## src/rtl/jk_pkg.sv

```systemverilog
// jk_pkg: mode and JK code constants shared by the jk_reg_bank slice
package jk_pkg;
  typedef enum logic [1:0] {
    MODE_JK = 2'b00,
    MODE_D  = 2'b01,
    MODE_T  = 2'b10,
    MODE_SR = 2'b11
  } mode_t;
  localparam logic [1:0] JK_HOLD   = 2'b00;
  localparam logic [1:0] JK_RESET  = 2'b01;
  localparam logic [1:0] JK_SET    = 2'b10;
  localparam logic [1:0] JK_TOGGLE = 2'b11;
endpackage

```

## src/rtl/jk_reg_bank_if.sv

```systemverilog
// jk_reg_bank_if: control/status bus of the register bank
import jk_pkg::*;
interface jk_reg_bank_if #(parameter int WIDTH = 8, parameter int CNT_W = 16);
  logic             en;
  mode_t            mode;
  logic [WIDTH-1:0] j;
  logic [WIDTH-1:0] k;
  logic             load;
  logic [WIDTH-1:0] load_data;
  logic             cnt_clr;
  logic [WIDTH-1:0] q;
  logic [WIDTH-1:0] q_bar;
  logic [WIDTH-1:0] changed;
  logic             sr_err;
  logic [CNT_W-1:0] chg_cnt;
  modport master (output en, mode, j, k, load, load_data, cnt_clr,
                  input q, q_bar, changed, sr_err, chg_cnt);
  modport slave  (input en, mode, j, k, load, load_data, cnt_clr,
                  output q, q_bar, changed, sr_err, chg_cnt);
endinterface

```

## src/rtl/jk_bit_next.sv

```systemverilog
// jk_bit_next: next-state of one flip-flop bit for the selected mode
import jk_pkg::*;
module jk_bit_next (
  input  mode_t i_mode,
  input  logic  i_j,
  input  logic  i_k,
  input  logic  i_q,
  output logic  o_q_next,
  output logic  o_sr_illegal
);
  logic [1:0] w_jk;
  logic       w_jk_next;
  logic       w_sr_next;
  assign w_jk = {i_j, i_k};
  assign w_jk_next = w_jk == JK_HOLD  ? i_q :
                     w_jk == JK_RESET ? 1'b0 :
                     w_jk == JK_SET   ? 1'b1 : ~i_q;
  // S=R=1 holds rather than picking a winner
  assign w_sr_next = (i_j ^ i_k) ? i_j : i_q;
  assign o_q_next = i_mode == MODE_D  ? i_j :
                    i_mode == MODE_T  ? i_q ^ i_j :
                    i_mode == MODE_JK ? w_jk_next : w_sr_next;
  assign o_sr_illegal = (i_mode == MODE_SR) && i_j && i_k;
endmodule

```

## src/rtl/jk_reg_bank.sv

```systemverilog
// jk_reg_bank: WIDTH-bit JK/D/T/SR register bank with load, enable and change flags
// Optional saturating change counter enabled by macro JK_CHG_CNT_EN.
import jk_pkg::*;
module jk_reg_bank #(
  parameter int               WIDTH   = 8,
  parameter logic [WIDTH-1:0] RST_VAL = '0,
  parameter int               CNT_W   = 16
) (
  input logic         clk,
  input logic         rst,
  jk_reg_bank_if.slave bus
);
  logic [WIDTH-1:0] r_q;
  logic [WIDTH-1:0] r_changed;
  logic             r_sr_err;
  logic [WIDTH-1:0] w_bit_next;
  logic [WIDTH-1:0] w_illegal;
  logic [WIDTH-1:0] w_q_next;
  logic [WIDTH-1:0] w_diff;
  logic             w_sr_err;
  genvar b;
  generate
    for (b = 0; b < WIDTH; b++) begin : g_bit
      jk_bit_next u_bit (
        .i_mode      (bus.mode),
        .i_j         (bus.j[b]),
        .i_k         (bus.k[b]),
        .i_q         (r_q[b]),
        .o_q_next    (w_bit_next[b]),
        .o_sr_illegal(w_illegal[b])
      );
    end
  endgenerate
  assign w_q_next = bus.load ? bus.load_data : bus.en ? w_bit_next : r_q;
  assign w_diff   = w_q_next ^ r_q;
  assign w_sr_err = !bus.load && bus.en && |w_illegal;
  always_ff @(posedge clk) begin
    if (rst) begin
      r_q       <= RST_VAL;
      r_changed <= '0;
      r_sr_err  <= 1'b0;
    end else begin
      r_q       <= w_q_next;
      r_changed <= w_diff;
      r_sr_err  <= w_sr_err;
    end
  end
`ifdef JK_CHG_CNT_EN
  localparam int PW = $clog2(WIDTH + 1);
  localparam int SW = (CNT_W > PW ? CNT_W : PW) + 1;
  localparam logic [SW-1:0] CNT_MAX = SW'({CNT_W{1'b1}});
  logic [PW-1:0]    w_pop;
  logic [SW-1:0]    w_sum;
  logic [CNT_W-1:0] r_cnt;
  always_comb begin
    w_pop = '0;
    for (int i = 0; i < WIDTH; i++) w_pop = w_pop + PW'(w_diff[i]);
    w_sum = SW'(r_cnt) + SW'(w_pop);
  end
  // sum is one bit wider than either operand, so overflow is visible before saturating
  always_ff @(posedge clk) begin
    if (rst || bus.cnt_clr) r_cnt <= '0;
    else r_cnt <= w_sum > CNT_MAX ? '1 : w_sum[CNT_W-1:0];
  end
  assign bus.chg_cnt = r_cnt;
`else
  assign bus.chg_cnt = '0;
`endif
  assign bus.q       = r_q;
  assign bus.q_bar   = ~r_q;
  assign bus.changed = r_changed;
  assign bus.sr_err  = r_sr_err;
endmodule

```

## src/flat_wrapper.sv

```systemverilog
// flat-port wrapper written by rule: the top's interface ports become plain ports
module jk_reg_bank_flat 
#(
  parameter int               WIDTH   = 8,
  parameter logic [WIDTH-1:0] RST_VAL = '0,
  parameter int               CNT_W   = 16
)
  (clk, rst, bus_en, bus_mode, bus_j, bus_k, bus_load, bus_load_data, bus_cnt_clr, bus_q, bus_q_bar, bus_changed, bus_sr_err, bus_chg_cnt);
  jk_reg_bank_if #(.WIDTH(WIDTH), .CNT_W(CNT_W)) bus_i ();
  input logic clk;
  input logic rst;
  input wire logic [$bits(bus_i.en)-1:0] bus_en;
  input wire logic [$bits(bus_i.mode)-1:0] bus_mode;
  input wire logic [$bits(bus_i.j)-1:0] bus_j;
  input wire logic [$bits(bus_i.k)-1:0] bus_k;
  input wire logic [$bits(bus_i.load)-1:0] bus_load;
  input wire logic [$bits(bus_i.load_data)-1:0] bus_load_data;
  input wire logic [$bits(bus_i.cnt_clr)-1:0] bus_cnt_clr;
  output wire logic [$bits(bus_i.q)-1:0] bus_q;
  output wire logic [$bits(bus_i.q_bar)-1:0] bus_q_bar;
  output wire logic [$bits(bus_i.changed)-1:0] bus_changed;
  output wire logic [$bits(bus_i.sr_err)-1:0] bus_sr_err;
  output wire logic [$bits(bus_i.chg_cnt)-1:0] bus_chg_cnt;
  assign bus_i.en = bus_en;
  assign bus_i.mode = bus_mode;
  assign bus_i.j = bus_j;
  assign bus_i.k = bus_k;
  assign bus_i.load = bus_load;
  assign bus_i.load_data = bus_load_data;
  assign bus_i.cnt_clr = bus_cnt_clr;
  assign bus_q = bus_i.q;
  assign bus_q_bar = bus_i.q_bar;
  assign bus_changed = bus_i.changed;
  assign bus_sr_err = bus_i.sr_err;
  assign bus_chg_cnt = bus_i.chg_cnt;
  jk_reg_bank #(.WIDTH(WIDTH), .RST_VAL(RST_VAL), .CNT_W(CNT_W)) u_core (.clk(clk), .rst(rst), .bus(bus_i));
endmodule
```

## config.mk

```make
export PLATFORM = sky130hd
export DESIGN_NAME = jk_reg_bank_flat
export DESIGN_NICKNAME = d
export VERILOG_FILES = /design/src/rtl/jk_pkg.sv /design/src/rtl/jk_reg_bank_if.sv /design/src/rtl/jk_bit_next.sv /design/src/rtl/jk_reg_bank.sv /design/src/flat_wrapper.sv
export SDC_FILE = /design/constraint.sdc
export NUM_CORES = 1
export LEC_CHECK = 0
export CORE_AREA = 2 2 64 66
export CTS_CLUSTER_SIZE = 16
export DETAILED_ROUTE_END_ITERATION = 12
export DIE_AREA = 0 0 66 68
export MAX_ROUTING_LAYER = met4
export PLACE_DENSITY = 0.84
export SLEW_MARGIN = 20
export SYNTH_ARGS = -nofsm -noshare
export SYNTH_HDL_FRONTEND = slang
export SYNTH_SLANG_ARGS = --single-unit
```

## constraint.sdc

```tcl
create_clock -name clk -period 3 [get_ports clk]
set_clock_uncertainty 0.15 [all_clocks]
set_input_delay 0.3 -clock clk [delete_from_list [all_inputs] [get_ports clk]]
set_output_delay 0.3 -clock clk [all_outputs]
set_load 0.05 [all_outputs]
```

==> key figures <==
Power
  – Static leakage: just over 0.0007 µW
  – Pwr Total: slightly below 800 µW
  – Pwr Density: between 300 and 400 mW/mm²
  – Peak supply drop: ~0.17 mV

Global route
  – First-pass GRT wire length: 6000 µm
  – Grt ovf: 0
  – Initial antenna violation count: 0
  – Gr usage total: 0.173
  – Vias in the first global route: between 1000 and 1500
  – Largest net degree at the start of global routing: 18

Min path
  – Hold Path End: u_core.bus.changed[3]
  – Min-delay worst type: reg2reg
  – Min-delay src: u_core.bus.q[3]
  – Hold path depth: 2

Drt
  – Via Count: ~1500
  – DRC errors left: 0
  – Drt via density: 5.36
  – DRT iter0 DRCs: 122
  – Final WL: 3750 µm
  – TritonRoute pass-1 iters: 4
  – Detailed-route wire length per cell: 13.1 µm
  – Antenna Nets Post-Route: 0

Clock tree
  – Worst-path clk slew: 0.07 ns
  – Total CTS buffers: 3
  – Clock tree buffer depth: 2
  – Post-CTS sizing: 0
  – TritonCTS clock tree: built
  – CTS root buf: clkbuf_8
  – Skew-Pair Late Insertion Delay: 0.25 ns
  – Clock Sinks: 17
  – H-tree depth: 1
  – Post-CTS Hold Buffers: 0
  – Setup bufs post-CTS: 0

Synthesis
  – Cell variety after synth: 38
  – Post-synth top area share: 0.236
  – Ranking of synthesized cells by area: dfxtp_1, buf_4, o32ai_1
  – Most frequent cell after synthesis: buf_4
  – Cells after synthesis: 190
  – Post-synth ARST share: 0
  – Sequential share of the synthesized area: 0.236
  – #FFs+latches synth: 17
  – Synth Area per Inst: approximately 7.6 µm²
  – Most frequent cells after synthesis: buf_4, dfxtp_1, a21oi_1, nand2_1, nand3_1
  – Post-synth top area cell: dfxtp_1
  – Most used flip-flop cell after synthesis: dfxtp_1
  – EDFF count, synth: 0
  – Warnings from Yosys: 0
  – Cell Area, Synth: roughly 0.0014 mm²

Critical path
  – CP Class: in2reg
  – Arr. time, crit path: 2.11 ns
  – Startpoint types: input pin
  – Critical path cell sequence: clkdlybuf4s50_1 > nor2b_2 > a211o_1 > a311o_1 > a31oi_1
  – CP endpoint kind: register
  – Setup slack, reg-to-reg: ~1.8 ns
  – R2R Path Start: u_core.bus.q[0]
  – Worst R2R End: u_core.bus.changed[0]
  – R2R depth: 4
  – CP peak stage delay: between 0.6 and 0.7 ns
  – Max stage delay cell, worst path: clkdlybuf4s50_1
  – Crit Path Max Fanout: 15
  – Worst EP required: a little over 3 ns

Cells and area
  – Antenna fix cells: 0
  – P&R area growth vs syn: 35.4%
  – Register area: between 300 and 400 µm²
  – Nets@finish: about 270
  – Layout cell share with drive strength beyond 1: 0.0553
  – Finished Cell Area: just under 0.002 mm²
  – Fillers: approximately 410
  – Multi-input combinational cell area: 880 µm²

STA
  – Total negative slack: 0 ns
  – Final Cycle Share: 0.693
  – Fin. max-slew vios: 0
  – Worst-Margin Slew: around 0.54 ns
  – Final setup fails: 0
  – Slew headroom: 0.640
  – Fin. Hold Viols: 0
  – RSZ-0062 raised after global routing: no
  – Worst Hold Slack: between 0.4 and 0.5 ns
  – Min Tclk post-route: 2.08 ns
  – F_max: 481 MHz

Floorplan
  – Die area: 0.00449 mm²
  – FP Rows: 23
  – Core Area: between 0.003 and 0.004 mm²
  – # IOs: 72
  – Initial cell density of the core: 0.373
  – Die Y: roughly 68 µm
  – Die width: 66 µm

Placed design
  – Routability cong.: ~0.83
  – DP HPWL: about 2800 µm
  – Post-Place Cell Area: ~0.0019 mm²
  – Port bufs: between 50 and 60

Job
  – Max-capacitance violation count: 0

Outcome
  – Status: complete, no violations
sequential cells by signal, indices dropped and copies added, names as in the netlist:
name                cells
u_core.bus.sr_err       1
u_core.bus.changed      8
u_core.bus.q            8
placed cells by master (no fill, tap or decap), types with 2 or more instances in the layout:
master / synthesis / layout
a211o_1: 2 / 2
a211oi_1: 5 / 5
a21oi_1: 14 / 14
a22oi_1: 4 / 4
a2bb2oi_1: 2 / 2
a31oi_1: 9 / 9
buf_4: 27 / 6
clkbuf_8: 0 / 3
clkdlybuf4s50_1: 0 / 54
conb_1: 1 / 16
dfxtp_1: 17 / 17
inv_1: 10 / 10
mux2_2: 2 / 2
mux2i_1: 2 / 2
nand2_1: 12 / 12
nand3_1: 11 / 11
nand4_1: 2 / 2
nor2_1: 10 / 10
nor2b_1: 8 / 8
nor3_1: 3 / 3
o2111ai_1: 2 / 2
o21a_1: 5 / 5
o21ai_0: 5 / 5
o21ai_1: 3 / 3
o31a_1: 2 / 2
o32ai_1: 10 / 10
xnor2_1: 5 / 5
xor2_1: 2 / 2
logic make-up after synthesis:
family | Yosys count | share of synthesized area
compound gates | 66 | 0.316
xor+xnor | 7 | 0.0426
buf+inv | 44 | 0.192
flops | 17 | 0.236
mux | 4 | 0.0295
other cells | 1 | 0.00260
simple gates | 51 | 0.181
critical path: cells and delay by family:
kind,cells,cell delay [ns]
AOI/OAI and AO/OA,3,0.81
buffers and inverters,1,0.67
and+or+nand+nor,1,0.32
power by group:
part / internal, µW / leakage [µW] / switching [µW]
Sequential: 242 / 0.000140 / 14.8
Combinational: 128 / 0.000546 / 222
Clock: 94.1 / 0.0000228 / 78.1
Total: 464 / 0.000709 / 315
how the worst max path moves through the flow:
stage | startpoint | endpoint | slack (ns) | depth (start not counted)
finish | bus_mode[0] | u_core.bus.q[0] | 0.92 | 5
global route | bus_mode[1] | u_core.bus.q[0] | 0.82 | 5
CTS | bus_mode[0] | u_core.bus.q[0] | 0.94 | 5
detailed placement | bus_mode[0] | u_core.bus.q[0] | 0.68 | 5
global placement | bus_mode[0] | u_core.bus.q[0] | 0.75 | 5
floorplan | bus_mode[0] | u_core.bus.q[0] | 1.48 | 5
per-layer routing:
metal / up-vias / GRT usage / part of all wire
li1: 750 / - / -
met3: 2 / 0.0164 / 0.052
met5: - / - / 0
met2: 56 / 0.309 / 0.51
met1: 721 / 0.201 / 0.43
met4: 0 / 0.0689 / 0.0091
stage by stage:
step | utilization | setup WS [ns] | cells
after floorplan | - | 1.48 | 205
after global placement | 0.494 | 0.749 | 281
after detailed placement | 0.494 | 0.678 | 281
after CTS | 0.506 | 0.944 | 285
after global routing | 0.506 | 0.817 | 285
final | 0.506 | 0.920 | 285
layout make-up:
cell class	instances	area share
Multi-Input combinational cell	144	0.451
Timing Repair Buffer	60	0.300
Sequential cell	17	0.174
Tap cell	50	0.0321
Clock buffer	4	0.0231
Inverter	10	0.0192
Note: power is estimated with default switching activity, not from simulation.
